===== src/rtl/dds_pkg.sv =====
// Shared DDS datapath definitions: output-register FSM states, default widths,
// waveform-type codes and a saturating counter helper.
package dds_pkg;

    localparam int unsigned DDS_DATA_W = 12;
    localparam int unsigned DDS_CNT_W  = 32;

    typedef enum logic [2:0] {
        IDLE,
        CAPTURE,
        DRAIN,
        FLUSH,
        WAIT
    } dds_state_e;

    // Waveform kinds produced by the phase accumulators that feed the output register.
    typedef enum logic [1:0] {
        SIG_CW,
        SIG_LFM,
        SIG_PSK,
        SIG_FSK
    } dds_sig_type_e;

    function automatic logic [DDS_CNT_W-1:0] sat_inc(input logic [DDS_CNT_W-1:0] v);
        return (&v) ? v : v + 1'b1;
    endfunction

endpackage


===== src/rtl/sync_fifo.sv =====
// Single-clock first-word-fall-through FIFO. A push while full is accepted only
// when a pop frees the head slot in the same cycle; otherwise it is discarded.
module sync_fifo #(
    parameter int unsigned WIDTH = 48,
    parameter int unsigned DEPTH = 16
) (
    input  logic             clk_i,
    input  logic             rst_i,
    input  logic             push_i,
    input  logic             pop_i,
    input  logic [WIDTH-1:0] data_i,
    output logic [WIDTH-1:0] data_o,
    output logic             full_o,
    output logic             empty_o
);

    localparam int unsigned AW = $clog2(DEPTH);

    logic [WIDTH-1:0] mem_q [DEPTH];
    logic [AW:0]      wr_ptr_q, wr_ptr_d;
    logic [AW:0]      rd_ptr_q, rd_ptr_d;
    logic             do_push;
    logic             do_pop;

    // Pointers carry one extra wrap bit so full and empty are distinguishable.
    assign empty_o = (wr_ptr_q == rd_ptr_q);
    assign full_o  = (wr_ptr_q[AW] != rd_ptr_q[AW]) && (wr_ptr_q[AW-1:0] == rd_ptr_q[AW-1:0]);

    assign do_pop  = pop_i && !empty_o;
    assign do_push = push_i && (!full_o || do_pop);

    assign wr_ptr_d = do_push ? wr_ptr_q + 1'b1 : wr_ptr_q;
    assign rd_ptr_d = do_pop  ? rd_ptr_q + 1'b1 : rd_ptr_q;

    // NOTE: sequential state uses non-blocking assignments so every flop samples pre-edge values.
    always_ff @(posedge clk_i or posedge rst_i) begin
        if (rst_i) begin
            wr_ptr_q <= '0;
            rd_ptr_q <= '0;
        end else begin
            wr_ptr_q <= wr_ptr_d;
            rd_ptr_q <= rd_ptr_d;
        end
    end

    // NOTE: the storage array has no reset; an empty FIFO never exposes it, so clearing it buys nothing.
    always_ff @(posedge clk_i) begin
        if (do_push) begin
            mem_q[wr_ptr_q[AW-1:0]] <= data_i;
        end
    end

    assign data_o = empty_o ? '0 : mem_q[rd_ptr_q[AW-1:0]];

endmodule


===== src/rtl/dds_output_reg.sv =====
// Consumer end of the phase-accumulator -> ROM -> output-register path: captures
// ROM samples per burst, packs LANES samples per DAC word and buffers words for the DAC.
module dds_output_reg
    import dds_pkg::*;
#(
    parameter int unsigned       DATA_W     = DDS_DATA_W,
    parameter int unsigned       LANES      = 4,
    parameter int unsigned       FIFO_DEPTH = 16,
    parameter int unsigned       ROM_LAT    = 1,
    parameter logic [DATA_W-1:0] PAD_VALUE  = '0
) (
    input  logic                    CLK,
    input  logic                    RESET,
    input  logic                    SIGN_START_CALC,
    input  logic                    SIGN_STOP_CALC,
    input  logic [DATA_W-1:0]       ROM_DATA,
    output logic                    OUT_REG_READY,
    output logic [LANES*DATA_W-1:0] DAC_DATA,
    output logic                    DAC_VALID,
    input  logic                    DAC_READY,
    output logic                    OVERFLOW,
    output logic [DDS_CNT_W-1:0]    SAMPLE_COUNT,
    output logic                    BURST_DONE
);

    localparam int unsigned        LANE_W     = (LANES > 1) ? $clog2(LANES) : 1;
    localparam int unsigned        DRAIN_W    = $clog2(ROM_LAT + 1);
    localparam logic [LANE_W-1:0]  LAST_LANE  = LANE_W'(LANES - 1);
    localparam logic [DRAIN_W-1:0] LAST_DRAIN = DRAIN_W'(ROM_LAT - 1);

    typedef logic [LANES-1:0][DATA_W-1:0] word_t;

    dds_state_e           state_q, state_d;
    logic [DRAIN_W-1:0]   drain_cnt_q, drain_cnt_d;
    logic [ROM_LAT-1:0]   dly_q, dly_d;
    logic [LANE_W-1:0]    lane_idx_q, lane_idx_d;
    word_t                lanes_q, lanes_d;
    logic [DDS_CNT_W-1:0] count_q, count_d;
    logic                 overflow_q, overflow_d;
    logic                 ready_q, ready_d;

    logic                 addr_vld;
    logic                 start_acc;
    logic                 cap;
    logic                 flush_push;
    logic                 push;
    word_t                push_word;
    logic                 pop;
    logic                 fifo_full;
    logic                 fifo_empty;
    logic [LANES*DATA_W-1:0] fifo_dout;

    assign addr_vld  = (state_q == CAPTURE);
    assign start_acc = (state_q == IDLE) && SIGN_START_CALC;
    assign cap       = dly_q[ROM_LAT-1];
    assign pop       = DAC_READY && !fifo_empty;

    // Address-valid delay line aligns each address with its ROM output.
    if (ROM_LAT == 1) begin : g_dly_one
        assign dly_d = addr_vld;
    end else begin : g_dly_multi
        assign dly_d = {dly_q[ROM_LAT-2:0], addr_vld};
    end

    // NOTE: every always_comb output gets a default first, so no path can infer a latch.
    always_comb begin
        state_d     = state_q;
        drain_cnt_d = drain_cnt_q;
        flush_push  = 1'b0;
        case (state_q)
            IDLE: begin
                if (SIGN_START_CALC) state_d = CAPTURE;
            end
            CAPTURE: begin
                if (SIGN_STOP_CALC) begin
                    state_d     = DRAIN;
                    drain_cnt_d = '0;
                end
            end
            DRAIN: begin
                if (drain_cnt_q == LAST_DRAIN) state_d = FLUSH;
                else                           drain_cnt_d = drain_cnt_q + 1'b1;
            end
            FLUSH: begin
                flush_push = (lane_idx_q != '0);
                state_d    = WAIT;
            end
            WAIT: begin
                if (fifo_empty) state_d = IDLE;
            end
            default: state_d = IDLE;
        endcase
    end

    always_comb begin
        lanes_d    = lanes_q;
        lane_idx_d = lane_idx_q;
        count_d    = count_q;
        push       = 1'b0;
        push_word  = lanes_q;
        if (start_acc) count_d = '0;
        if (cap) begin
            lanes_d[lane_idx_q] = ROM_DATA;
            count_d             = sat_inc(count_q);
            if (lane_idx_q == LAST_LANE) begin
                push       = 1'b1;
                push_word  = lanes_d;
                lane_idx_d = '0;
            end else begin
                lane_idx_d = lane_idx_q + 1'b1;
            end
        end else if (flush_push) begin
            for (int i = 0; i < LANES; i++) begin
                if (LANE_W'(i) >= lane_idx_q) push_word[i] = PAD_VALUE;
            end
            push       = 1'b1;
            lane_idx_d = '0;
        end
    end

    // The accumulator is never stalled: a word that finds the FIFO full is dropped and flagged.
    assign overflow_d = overflow_q || (push && fifo_full && !pop);

    // IDLE is entered only once the FIFO has drained and nothing pushes while idle,
    // so the next-state term alone tracks "idle and empty" without a cycle of lag.
    assign ready_d = (state_d == IDLE);

    always_ff @(posedge CLK or posedge RESET) begin
        if (RESET) begin
            state_q     <= IDLE;
            drain_cnt_q <= '0;
            dly_q       <= '0;
            lane_idx_q  <= '0;
            lanes_q     <= '0;
            count_q     <= '0;
            overflow_q  <= 1'b0;
            ready_q     <= 1'b1;
        end else begin
            state_q     <= state_d;
            drain_cnt_q <= drain_cnt_d;
            dly_q       <= dly_d;
            lane_idx_q  <= lane_idx_d;
            lanes_q     <= lanes_d;
            count_q     <= count_d;
            overflow_q  <= overflow_d;
            ready_q     <= ready_d;
        end
    end

    sync_fifo #(
        .WIDTH (LANES*DATA_W),
        .DEPTH (FIFO_DEPTH)
    ) u_fifo (
        .clk_i   (CLK),
        .rst_i   (RESET),
        .push_i  (push),
        .pop_i   (pop),
        .data_i  (push_word),
        .data_o  (fifo_dout),
        .full_o  (fifo_full),
        .empty_o (fifo_empty)
    );

    assign OUT_REG_READY = ready_q;
    assign DAC_DATA      = fifo_dout;
    assign DAC_VALID     = !fifo_empty;
    assign OVERFLOW      = overflow_q;
    assign SAMPLE_COUNT  = count_q;
    assign BURST_DONE    = (state_q == WAIT) && fifo_empty;

endmodule


===== config.mk =====
export PLATFORM = sky130hd
export DESIGN_NAME = dds_output_reg
export DESIGN_NICKNAME = d
export VERILOG_FILES = /design/src/rtl/dds_pkg.sv /design/src/rtl/sync_fifo.sv /design/src/rtl/dds_output_reg.sv
export SDC_FILE = /design/constraint.sdc
export NUM_CORES = 1
export LEC_CHECK = 0
export BUFFER_PORTS_ARGS = -buffer_cell sky130_fd_sc_hd__clkbuf_2
export CAP_MARGIN = 20
export CORE_ASPECT_RATIO = 0.8
export CORE_MARGIN = 3
export CORE_UTILIZATION = 62
export DETAILED_ROUTE_END_ITERATION = 12
export PLACE_DENSITY = 0.81
export SLEW_MARGIN = 20
export SYNTH_ARGS = -nofsm -noshare
export SYNTH_HDL_FRONTEND = slang
export SYNTH_SLANG_ARGS = --single-unit

===== constraint.sdc =====
create_clock -name CLK -period 6.59 [get_ports CLK]
set_input_delay 1.977 -clock CLK [delete_from_list [all_inputs] [get_ports CLK]]
set_output_delay 1.977 -clock CLK [all_outputs]
set_load 0.05 [all_outputs]

# After elaboration in Yosys (flattened, before gate mapping)
# Memory sizes are Yosys's and may differ from the RTL's.
# Index checks and enable logic that the tools add are counted.
# totals
register_bits	99
ramBits	768
output_inout_bits	84
elab_cells	89
n_memories	1
# op_classes
add_sub_neg	5
order_cmp	6
eq_ne	10
muxes	31
reduce_logical	23
# memory_table
memory	words	width	rd	rd_ports_with_merged_regs	wr	line_no	text
u_fifo.mem_q	16	48	1	0	1	sync_fifo.sv:19	logic [WIDTH-1:0] mem_q [DEPTH];
# ops
operator	n
$mux 48	4
$mux 32	3
$mux 12	5
$bwmux 48	1
$add 32x1->32 const B	1
$reduce_and 32->1	1
$demux 12 s2	1
$pmux 3 s5	1
$mux 3	4
$add 5x1->5 const B	2
$logic_and 1x1->1	9
$mux 1	8
$reduce_bool 2->1	4
$eq 3x2->1 const B	2
$logic_not 3->1	2
$mux 2	3
$eq 5x5->1	1
$eq 4x4->1	1
$ge 1x2->1 const A	2
$ge 2x2->1 const A	2
$ne 2x2->1 const B	2
$reduce_and 2->1	2
$eq 3x1->1 const B	1
$eq 3x3->1 const B	1
other kinds (9)	12

# Logic depth before layout (Yosys ltp)
# depth
depth_word	8
mapped_depth	10

# Hierarchy
# A second synthesis with hierarchy kept.
# hier_totals
hier_cells	1731
area_unflattened_um2	34464.3
# modules_own_cells
mod	n_inst	cells_each	area_each_um2
sync_fifo	1	1249	29473.3
dds_output_reg	1	482	4991.0

# Worst setup path before layout
# Ideal clock, no wire load.
# synth_timing
path_kind	input to register
startpoint	input DAC_READY
endpoint	memory u_fifo.mem_q[0][0] (enable)
setup_ns	0.513
arrival_time_ns	6.062
required_ns	6.077
setup_slack_ns	0.015
cell_stages	6
path_cell_list	nor2_1 > a21boi_0 > clkbuf_1 > clkbuf_1 > nand2_1 > nor3_1
# synth_between
elab_chain_cells	6
# synth_lines
element	line_no	text
start, declared	dds_output_reg.sv:20	input logic DAC_READY,
$logic_and 1x1->1	dds_output_reg.sv:56	assign pop = DAC_READY && !fifo_empty;
$logic_and 1x1->1	sync_fifo.sv:29	assign do_pop = pop_i && !empty_o;
$logic_or 1x1->1	sync_fifo.sv:30	assign do_push = push_i && (!full_o || do_pop);
$logic_and 1x1->1	sync_fifo.sv:30	
$mux 1	sync_fifo.sv:48	if (do_push) begin
$mux 1 (not written as such)	sync_fifo.sv:49	mem_q[wr_ptr_q[AW-1:0]] <= data_i;
end, declared	sync_fifo.sv:19	
# Every way passes these cells.

# Final worst setup path
# layout_timing
startpoint	register u_fifo.rd_ptr_q[1]
endpoint	output BURST_DONE
# layout_between
elab_chain_cells	2
# layout_lines
element	line_no	text
start, declared	sync_fifo.sv:21	logic [AW:0] rd_ptr_q, rd_ptr_d;
start signal, assigned	sync_fifo.sv:42	rd_ptr_q <= rd_ptr_d;
$eq 5x5->1	sync_fifo.sv:26	assign empty_o = (wr_ptr_q == rd_ptr_q);
$logic_and 1x1->1	dds_output_reg.sv:169	assign BURST_DONE = (state_q == WAIT) && fifo_empty;
end, declared	dds_output_reg.sv:23	output logic BURST_DONE
# Every way passes these cells.

==> run metrics <==
result of the run finished, final reports clean; share of layout cells above drive strength 1 about a third; Starting DRT DRC Count approximately 2.4k; ys async rst share ~11%; count of final hold-check violations 0; Die Ht 217 um; PortBufs 100; final net count roughly 1.8k; final wirelength 83.2 mm; VDD IR max around 0.0004 V; fmax approximately 0.17 GHz; post-place setup slack 1.61 ns; startpoint types flop; HP Class flop to flop; Worst Tran Pin Value roughly 1.1 ns; H-tree levels 3; dpl cells around 2.4k; Rel. slew slack between 20% and 30%; Setup CP Type flop to output pin; Post-Synthesis Cell Area 34400 sq um; leakage power approximately 0.013 uW; first-pass GRT wire length 124 mm; vias per std cell ~6.9; cells after synthesis between 1.5k and 2k; Rows between 70 and 80; Worst Path Max Fanout 52; register bit total from synthesis just under 900; die span in x roughly 270 um; maxcap violations 0; clk_lat worst skew 0.65 ns; RePlAce Congestion between 0.8 and 0.9; Syn Nets 1658; critical path endpoint category output pin; clock buffer count from CTS between 80 and 90; clock root cell clkbuf_16; hold_buf cts 0; die area between 50000 and 60000 sq um; Reg clk slew, reported paths around 0.06 ns; skew final around 0.033 ns; Mapped Avg Cell Area around 21 sq um; final period utilization 86.8%; antenna violations before repair 6; CTS tree done; P&R area growth vs syn 12.3%; DR pass1 iterations 5; Synth cell types 51; largest net degree at the start of global routing roughly 60; TNS Setup 0 ns; Detail Route Antenna Nets 0; # IOs slightly above 100; YS warnings 0; GR Util All Layers between 20% and 30%; final setup violating endpoints 0; RSZ-0062 raised after global routing false; DP HPWL approximately 43 mm; GR Overflow Total 0; drt drc 0; core region area about 54000 sq um; CTS Sinks 866; number of global-route vias before repair between 15k and 20k; Core Util, Final a little under three quarters; Required @ worst endpoint around 4.6 ns; DR WL/cell around 32 um; arrival time worst endpoint roughly 3.7 ns; final worst slack 0.870 ns; Starting Density a little over three fifths; Cell Pwr Density between 400 and 500 nW/um^2; ys flop type edfxtp_1; post-synthesis sequential area ratio between 70% and 80%; number of flops mapped to enable cells by yosys about 770; fin cells ~2.6k; post-layout min period roughly 5.7 ns; CTS resizes 0; post-CTS setup buffers 0; Final Max Tran Viols 0; Max clock buf depth 3; via count ~18k; Fillers 3098
-- final timing paths --
check                                        start                   end  slack (ns)  cells after the start
worst min-delay path                   lanes_q[28]           lanes_q[28]        0.51                      1
worst max-delay path            u_fifo.rd_ptr_q[1]            BURST_DONE        0.87                      6
min in group asynchronous                    RESET       SAMPLE_COUNT[1]        1.48                      2
worst max register to register       lane_idx_q[1]  u_fifo.mem_q[13][25]        2.47                      9
max in group asynchronous                    RESET    u_fifo.rd_ptr_q[0]        3.97                      3
worst min register to register         lanes_q[28]           lanes_q[28]        0.51                      1
-- report_power, final --
part	leakage, uW	internal [uW]	switching (uW)
clock network	0.00130	2680	2010
logic	0.00349	2490	4190
registers	0.00814	7340	452
-- metal layers --
metal / vias up / wire length, um / share of wire [%] / GRT usage (%)
li1: 7086 / - / - / -
met5: - / 26 / 0.031 / 0
met1: 9277 / 30000 / 36 / 39.9
met3: 194 / 8190 / 9.8 / 6.42
met2: 1235 / 42300 / 51 / 47.7
met4: 4 / 2790 / 3.4 / 11.4
-- state kept, by name (all words and copies together), names as in the netlist --
name,count
u_fifo.mem_q,768
lanes_q,48
SAMPLE_COUNT,32
u_fifo.rd_ptr_q,5
u_fifo.wr_ptr_q,5
state_q,3
lane_idx_q,2
OUT_REG_READY,1
OVERFLOW,1
cap,1
-- layout make-up --
class	instances	area (sq um)	share of cell area (%)
inverters	12	47.5	0.123
flip-flops and latches	866	25500	66.0
repair buffers	150	942	2.44
multi-input cells	663	8540	22.1
clock buffers	98	2170	5.62
clock inverters	46	490	1.27
diodes	4	10.0	0.0259
well taps	741	927	2.40
-- kinds of logic (layout without fill, tap and decap cells) --
family                   Yosys count  count (layout)  synth area share, %
AND/OR/NAND/NOR                  222             222                 3.50
buffers and inverters            101             306                 1.18
AO/OA/AOI/OAI                     87              87                 1.91
flip-flops                       866             866                 74.1
adder cells (fa/ha/maj)           11              11                0.400
XOR/XNOR                          15              15                0.382
multiplexers                     328             328                 18.5
other                              0               4                    0
-- through the flow --
step,power [uW],instance area [sq um],hold slack [ns]
2_1_floorplan,12600,34400,0.462
3_3_place_gp,14200,36000,0.475
3_5_place_dp,14500,36000,0.490
4_1_cts,19200,38700,0.508
5_1_grt,19900,38700,0.522
6_report,19200,38700,0.511
-- cell usage after synthesis (8+ instances only) --
cell      instances  share of area, %
a31o_2           14              0.36
nand4_1          13              0.24
ha_1             11              0.40
dfrtp_1          97               7.1
clkbuf_1         62              0.68
o21ai_0          12              0.17
buf_2            18              0.26
inv_1            12              0.13
a21oi_1           9              0.13
xor2_1            8              0.20
o41ai_1           8              0.20
mux4_2          240                16
nor2_1           29              0.32
nand2_1          44              0.48
mux2i_1          27              0.79
and3_1           19              0.35
edfxtp_1        768                67
nor3_1           11              0.16
a22o_1           18              0.46
mux2_2           61               2.0
and2_1           53              0.96
nand3_1          21              0.31
-- placed cells by master (no fill, tap or decap), drive strengths merged, types with 3 or more instances in the layout --
cell and n:
nand4 13, buf 50, a21oi 9, and3 20
o31ai 7, clkinvlp 6, dfrtp 97, diode 4
a31o 14, nor2 29, nand2b 3, edfxtp 768
and2 53, ha 11, inv 16, o211ai 4
mux2i 27, nor3 11, mux2 61, mux4 240
a31oi 3, o41ai 8, or3 3, clkinv 28
a22o 18, xor2 8, bufinv 8, nor4 4
nand3 22, or4 5, o21ai 12, o311ai 5
clkbuf 198, and4 5, nand2 44, xnor2 7
-- worst max-delay path: stages, from the launching register on --
cell      delay (ns)
dfrtp_4         0.95
xor2_1          0.15
nor4_1          0.57
and2_1          0.35
inv_2           0.43
nor2_1          0.32
clkbuf_2        0.32
(Power assumes the default switching activity.)
